==> config.mk <==
export PLATFORM = sky130hd
export DESIGN_NAME = hazard_scoreboard
export DESIGN_NICKNAME = d
export VERILOG_FILES = /design/src/rtl/hazard_scoreboard.sv
export SDC_FILE = /design/constraint.sdc
export NUM_CORES = 1
export LEC_CHECK = 0
export ABC_AREA = 1
export CORE_ASPECT_RATIO = 2
export CORE_UTILIZATION = 40
export CTS_CLUSTER_SIZE = 40
export DETAILED_ROUTE_END_ITERATION = 10
export GPL_TIMING_DRIVEN = 0
export HOLD_SLACK_MARGIN = 0.15
export MAX_ROUTING_LAYER = met4
export PLACE_DENSITY_LB_ADDON = 0.2
export SYNTH_ARGS = -nofsm -noshare
export SYNTH_HDL_FRONTEND = slang
export SYNTH_SLANG_ARGS = --single-unit
==> constraint.sdc <==
create_clock -name clk -period 2.75 [get_ports clk]
set_clock_uncertainty 0.1 [all_clocks]
set_input_delay 0.55 -clock clk [delete_from_list [all_inputs] [get_ports clk]]
set_output_delay 0.55 -clock clk [all_outputs]
set_load 0.02 [all_outputs]
==> src/rtl/hazard_scoreboard.sv <==
// hazard_scoreboard
//   Hazard and forwarding unit for the in-order MIPS pipeline.
//   A registered shadow of the post-decode stages (slot 1 = E, slot 2 = M,
//   slot 3 = W, ...) holds {valid, dest reg, remaining Tnew} per stage and
//   shifts every cycle. D-stage stalls come from Tuse/Tnew comparison against
//   that shadow; forwarding selects are produced for the D, E and M readers.
//
//   Optional feature macro: HAZ_MD_EN
//     defined   : multiply/divide busy counter, md_busy output, MD stall term
//     undefined : md_busy tied low, use_md_d / md_start / md_div ignored
//
//   Forward encoding on every fwd_* output: 0 = register file / pipeline
//   register, k = result currently held in slot k.
//   Parameter constraints: NSTAGE >= 3 and NSTAGE <= 2**FW - 1.

module hazard_scoreboard #(
    parameter int NSTAGE  = 3,
    parameter int TW      = 3,
    parameter int FW      = 2,
    parameter int MUL_LAT = 5,
    parameter int DIV_LAT = 10
) (
    input  logic          clk,
    input  logic          reset_n,
    input  logic          iss_we,
    input  logic [4:0]    iss_a3,
    input  logic [TW-1:0] iss_tnew,
    input  logic [4:0]    rs_d,
    input  logic [4:0]    rt_d,
    input  logic [TW-1:0] tuse_rs_d,
    input  logic [TW-1:0] tuse_rt_d,
    input  logic [4:0]    rs_e,
    input  logic [4:0]    rt_e,
    input  logic [4:0]    rt_m,
    input  logic          use_md_d,
    input  logic          md_start,
    input  logic          md_div,
    output logic          stall,
    output logic [FW-1:0] fwd_rs_d,
    output logic [FW-1:0] fwd_rt_d,
    output logic [FW-1:0] fwd_rs_e,
    output logic [FW-1:0] fwd_rt_e,
    output logic [FW-1:0] fwd_rt_m,
    output logic          md_busy
);

    // Result of searching the shadow for one source register.
    typedef struct packed {
        logic          hit;
        logic [FW-1:0] idx;
        logic [TW-1:0] tnew;
    } match_t;

    // Query start slots: a reader in stage q only looks at slots q+1 and up.
    localparam int FIRST_D = 1;
    localparam int FIRST_E = 2;
    localparam int FIRST_M = 3;

    // Shadow slots, index 1 is the youngest (E stage).
    logic [NSTAGE:1]             v_q,    v_d;
    logic [NSTAGE:1][4:0]        a3_q,   a3_d;
    logic [NSTAGE:1][TW-1:0]     tnew_q, tnew_d;

    match_t m_rs_d, m_rt_d, m_rs_e, m_rt_e, m_rt_m;
    logic   raw_stall_rs, raw_stall_rt;
    logic   md_stall;

    // Youngest producer of src among slots first..NSTAGE. The loop walks from
    // the oldest slot downwards so the last hit (lowest index) wins. A slot
    // writing $0 is never a producer, which also makes reads of $0 miss.
    function automatic match_t find_producer(
        input logic [4:0]              src,
        input int                      first,
        input logic [NSTAGE:1]         v,
        input logic [NSTAGE:1][4:0]    a3,
        input logic [NSTAGE:1][TW-1:0] tn
    );
        match_t m;
        m = '0;
        for (int k = NSTAGE; k >= 1; k--) begin
            if (k >= first && v[k] && a3[k] != 5'd0 && a3[k] == src) begin
                m.hit  = 1'b1;
                m.idx  = FW'(k);
                m.tnew = tn[k];
            end
        end
        return m;
    endfunction

    // A winning producer is forwarded only once its value exists (tnew == 0).
    // For E and M readers a pending winner is a protocol violation and
    // deliberately selects the pipeline register.
    function automatic logic [FW-1:0] fwd_select(input match_t m);
        return (m.hit && m.tnew == '0) ? m.idx : '0;
    endfunction

    // Search the shadow for every reader of the current cycle.
    always_comb begin
        m_rs_d = find_producer(rs_d, FIRST_D, v_q, a3_q, tnew_q);
        m_rt_d = find_producer(rt_d, FIRST_D, v_q, a3_q, tnew_q);
        m_rs_e = find_producer(rs_e, FIRST_E, v_q, a3_q, tnew_q);
        m_rt_e = find_producer(rt_e, FIRST_E, v_q, a3_q, tnew_q);
        m_rt_m = find_producer(rt_m, FIRST_M, v_q, a3_q, tnew_q);
    end

    // D-stage stall: a producer that needs more cycles than the reader can
    // wait. An all-ones Tuse ("not read") can never be exceeded unsigned.
    always_comb begin
        raw_stall_rs = m_rs_d.hit && (m_rs_d.tnew > tuse_rs_d);
        raw_stall_rt = m_rt_d.hit && (m_rt_d.tnew > tuse_rt_d);
        stall        = raw_stall_rs || raw_stall_rt || md_stall;
    end

    // Forwarding selects for the D, E and M readers.
    always_comb begin
        fwd_rs_d = fwd_select(m_rs_d);
        fwd_rt_d = fwd_select(m_rt_d);
        fwd_rs_e = fwd_select(m_rs_e);
        fwd_rt_e = fwd_select(m_rt_e);
        fwd_rt_m = fwd_select(m_rt_m);
    end

    // Next shadow: slot 1 takes the D instruction unless it is being held
    // (then a bubble enters E); every other slot takes its younger
    // neighbour with Tnew counted down, saturating at zero.
    always_comb begin
        v_d    = '0;
        a3_d   = '0;
        tnew_d = '0;
        if (!stall) begin
            v_d[1]    = iss_we;
            a3_d[1]   = iss_a3;
            tnew_d[1] = iss_tnew;
        end
        for (int k = 2; k <= NSTAGE; k++) begin
            v_d[k]    = v_q[k-1];
            a3_d[k]   = a3_q[k-1];
            tnew_d[k] = (tnew_q[k-1] == '0) ? '0 : tnew_q[k-1] - TW'(1);
        end
    end

    // Shadow register: shifts every cycle, stall or not; reset empties it.
    always_ff @(posedge clk) begin
        if (!reset_n) begin
            v_q    <= '0;
            a3_q   <= '0;
            tnew_q <= '0;
        end else begin
            v_q    <= v_d;
            a3_q   <= a3_d;
            tnew_q <= tnew_d;
        end
    end

`ifdef HAZ_MD_EN
    localparam int CW = $clog2(DIV_LAT + 1);

    logic [CW-1:0] md_cnt_q, md_cnt_d;

    // Busy countdown: a start (even while busy) reloads with the operation
    // latency, otherwise count down to idle.
    always_comb begin
        md_cnt_d = md_cnt_q;
        if (md_start) begin
            md_cnt_d = md_div ? CW'(DIV_LAT) : CW'(MUL_LAT);
        end else if (md_cnt_q != '0) begin
            md_cnt_d = md_cnt_q - CW'(1);
        end
    end

    // Busy counter register; reset abandons any running operation.
    always_ff @(posedge clk) begin
        if (!reset_n) begin
            md_cnt_q <= '0;
        end else begin
            md_cnt_q <= md_cnt_d;
        end
    end

    // The start cycle itself already counts as busy.
    always_comb begin
        md_busy  = md_start || (md_cnt_q != '0);
        md_stall = use_md_d && md_busy;
    end
`else
    logic unused_md_inputs;

    // No MD unit tracking: busy and the MD stall term are constant low.
    always_comb begin
        md_busy          = 1'b0;
        md_stall         = 1'b0;
        unused_md_inputs = ^{use_md_d, md_start, md_div};
    end
`endif

endmodule
After elaboration in Yosys (flattened, before gate mapping)
Index checks and enable logic that the tools add are counted.

Register bits: 27. Output and inout bits: 12.

Add/subtract/negate cells: 2. Magnitude comparators: 2. Eq/ne operators: 11. Muxes and demuxes: 16. Bitwise gates (word level): 1. Reduce and logical (&&, ||, !) cells: 35.

Operator list (count): $mux W6 (11); $eq A5 B5 Y1 (11); $logic_and A1 B1 Y1 (21); $logic_not A3 Y1 (7); $reduce_bool A5 Y1 (3); $mux W2 (5); $gt A3 B3 Y1 (2); $reduce_or A2 Y1 (3); $sub A3 B1 Y3 const B (2); $logic_or A1 B1 Y1 (1); $not A1 Y1 (1).

Depth between registers and ports, before layout
Depth after elaboration: 10. Depth in mapped cells: 20.

Worst setup path before layout
Ideal clock, no wire load.

Path kind: input -> output. Start point: input port rs_d[0]. End point: output port stall. Arrival time: 2.184 ns. Data required time: 2.100 ns. Slack: -0.084 ns. Stages on the path: 15. Path buffers: 0. Path through: xnor2_1 -> nand2_1 -> nor2_2 -> nand3_4 -> nand3_1 -> nand2_1 -> nand2_1 -> inv_1 -> ha_1 -> nand2_1 -> nor2_1 -> nor2_1 -> a32oi_1 -> nand2_4 -> nand2_1.

Cells in the longest elaborated chain, start to end: 8.

RTL lines: start: declaration (RTL line 28) `input logic [4:0] rs_d,`; $eq A5 B5 Y1 (RTL line 81) `if (k >= first && v[k] && a3[k] != 5'd0 && a3[k] == src) begin`; $logic_and A1 B1 Y1 (RTL line 81); $mux W6 (2 in a row) (RTL line 81); $mux W6 * (RTL line 81); $gt A3 B3 Y1 (RTL line 109) `raw_stall_rs = m_rs_d.hit && (m_rs_d.tnew > tuse_rs_d);`; $logic_and A1 B1 Y1 * (RTL line 109); $logic_or A1 B1 Y1 * (RTL line 111) `stall = raw_stall_rs || raw_stall_rt || md_stall;`; end: declaration (RTL line 38) `output logic stall,`.

Mark *: on every way between the ends. The rest lies on a longest branch, timed or not.

Final worst setup path
Start point: input port rt_d[4]. End point: output port stall.

Cells in the longest elaborated chain, start to end: 8.

RTL lines: start: declaration (RTL line 29) `input logic [4:0] rt_d,`; $eq A5 B5 Y1 (RTL line 81); $logic_and A1 B1 Y1 (RTL line 81); $mux W6 (2 in a row) (RTL line 81); $mux W6 * (RTL line 81); $gt A3 B3 Y1 (RTL line 110) `raw_stall_rt = m_rt_d.hit && (m_rt_d.tnew > tuse_rt_d);`; $logic_and A1 B1 Y1 * (RTL line 110); $logic_or A1 B1 Y1 * (RTL line 111).

Marks and branches as above.

==> out/qor.yml <==
place:
  place_congestion: 0.882
  preCtsSetupSlack_ps: -1270
  io_buffers: 52
  hpwl_mm: 4.76
routing:
  firstDrtPassIters: 4
  wl_met2_mm: 3.94
  detail_route.wl_per_cell_um: 14.2
  top_layer: "met4"
  via_count: 2340
  drt_iter0_drc: 47
  totalWireLength_mm: 6.69
  wl_met3_um: 241
  viasPerCell: 4.97
  ant_nets: 0
  routedLengthMet1_mm: 2.15
  drc_errors: 0
cells_and_area:
  utilization_pct: 61.5
  n_antenna_cell: 0
  fillCellCount: 510
  layout.nets: 467
  syn_to_final_growth_pct: 47.8
  final_layout_size_suffix_gt1_share_pct: 35.5
clock_network:
  clockBufferDepth: 2
  cts.sinks: 27
  clock-root-buffer: "clkbuf_8"
  cts_tree: "built"
  clk_pin_slew_ps: 90
  cts_buffers: 3
  clock_latency_ps: 280
  htreeDepth: 1
pwr:
  p_total_mw: 0.947
  power_leakage_nw: 1.75
  ir_drop_mv: 0.349
  power_density_nw_per_um2: 284
timing:
  min_period_ps: 3170
  setup_viol: 1
  finalHoldViolCount: 0
  rsz0062_at_grt: "yes"
  finalSetupTns_ps: -423
  setup_slack_ps: -423
  final_max_slew_viol_count: 0
  max_freq_ghz: 0.315
  period_share_pct: 115
synth:
  ys_seq_elements: 27
  synth.avg_cell_area_um2: 6.90
  yosys_warnings: 0
  postSynthNetCount: 382
  synthesis.area_um2: 2260
  synth_cells: 327
  synth_top_area_cell: "dfxtp_1"
  synth.area.top_cells: "dfxtp_1 (24%), nand2_1 (12%), xor2_1 (12%), inv_1 (8.3%), xnor2_1 (7.4%)"
  ys_types: 34
  ys_seq_area_share_pct: 24.0
  synth_top_area_share_pct: 24.0
grt:
  track_usage_pct: 23.7
  antenna_found_initial: 0
  grt_pass1_vias: 2268
  grt_max_degree: 16
  grt_pass1_wl_mm: 9.68
  overflow: 0
setup_path:
  critPathKind: "input port to output port"
  critPathArrivalTime_ps: 2520
  max_stage_delay_ps: 280
  slowest_stage: "ha_4"
  path_cells: "clkdlybuf4s15_2 > xor2_1 > nor2_2 > nand2_4 > nand3_2 > nand3_2 > nand2_2 > inv_2 > ha_4 > nand2_2 > nor2_2 > a211oi_2 > a31oi_1 > nand2_2 > nand2_2 > buf_6"
  crit_path_end_kind: "output port"
  required_ps: 2100
  crit_fanout: 5
  crit_top_cell: "nand2_2"
  startpoint_type: "input port"
floorplan:
  die_w_um: 55.1
  die_h_um: 108
  rows: 38
  initial_utilization_pct: 41.6
  io_pins: 57
  coreArea_um2: 5420
  die_area_um2: 5960
outcome:
  violations: "negative setup slack"
  outcome: "complete, but fails checks"
worst_hold_path:
  hold_class: "register to register"
job:
  max-cap-violations: 0
==> worst max-delay path, delay by kind of cell <==
family	cells	cell delay [ps]
AO/OA/AOI/OAI	2	230
XOR/XNOR	1	150
adder cells (fa/ha/maj)	1	280
buffers and inverters	3	370
AND/OR/NAND/NOR	9	940
==> what timing repair did <==
action / in CTS / in global routing
buffers inserted: 23 / 11
gates cloned: 0 / 1
hold buffers: 0 / 0
pin swaps: 28 / 24
gates resized for setup: 113 / 42
setup endpoints to repair: 20 / 20
==> registers in the layout (all words and copies together), names as in the netlist <==
name	flops
a3_d	10
tnew_q	9
a3_q	5
v_q	3
==> area by class of cell <==
type / instances / area [µm²] / area share, %
Clock inverter: 1 / 5.00 / 0.150
Sequential cell: 27 / 567 / 17.0
Timing Repair Buffer: 86 / 718 / 21.5
Buffer: 6 / 52.6 / 1.58
Clock buffer: 3 / 41.3 / 1.24
Tap cell: 60 / 75.1 / 2.25
Inverter: 56 / 213 / 6.38
Multi-Input combinational cell: 232 / 1660 / 49.9
==> worst paths after layout <==
kind                   from        end  slack [ps]  depth (start not counted)
hold / removal    tnew_q[0]  tnew_q[3]         320                          1
hold reg to reg   tnew_q[0]  tnew_q[3]         320                          1
setup reg to reg   a3_d[12]    a3_d[6]         190                         21
setup / recovery    rt_d[4]      stall        -420                         16
==> logic make-up after synthesis <==
family          Yosys count  synth area share [%]
other cells               1                 0.166
flops                    27                  24.0
buf+inv                  69                  13.4
xor+xnor                 50                  19.4
fa+ha+maj                10                  5.55
simple gates            160                  34.6
compound gates           10                  3.00
==> metal layers <==
layer	vias to the layer above	GRT usage [%]
met5	-	-
met4	0	15.2
met3	33	2.81
met2	84	45.1
met1	1071	19.1
li1	1152	-
==> cell usage after synthesis <==
library cell	count
inv_4	1
o21ai_2	2
inv_1	50
conb_1	1
nand2b_1	1
a21o_1	1
nand4_1	6
nor4_1	4
or2_4	1
inv_2	5
nand3_2	3
a21oi_1	3
nor2_1	26
buf_2	5
clkbuf_1	1
buf_6	2
a31oi_1	1
xnor2_1	19
a211oi_1	1
o21ai_0	1
xor2_1	31
nor2_4	1
dfxtp_1	27
nor2_2	14
ha_1	10
or2_1	1
nand2_1	73
nand3_1	17
nor3_1	7
buf_4	5
a32oi_1	1
nand3_4	2
nand2_4	3
nand2_2	1
==> metrics by stage <==
stage | hold slack, ps | area [µm²] | cells
global placement | 315 | 2870 | 439
floorplan | 293 | 2280 | 327
CTS | 329 | 3150 | 462
detailed placement | 314 | 2870 | 439
finish | 324 | 3330 | 471
global route | 365 | 3330 | 471
==> placed cells by master, fill, tap and decap left out, types with 8 or more instances in the layout <==
master / count
buf_2: 10
buf_4: 39
clkdlybuf4s50_1: 29
dfxtp_1: 16
inv_1: 47
inv_2: 8
nand2_1: 66
nand3_1: 11
nand3_2: 9
nor2_1: 22
nor2_2: 13
xnor2_1: 17
xor2_1: 29
==> report_power, final <==
part	switching, mW	leakage, nW	internal, mW	total, mW
Sequential	0.0305	0.229	0.410	0.440
Clock	0.124	0.0255	0.102	0.226
Combinational	0.141	1.49	0.140	0.281
Note: power is estimated with default switching activity, not from simulation.
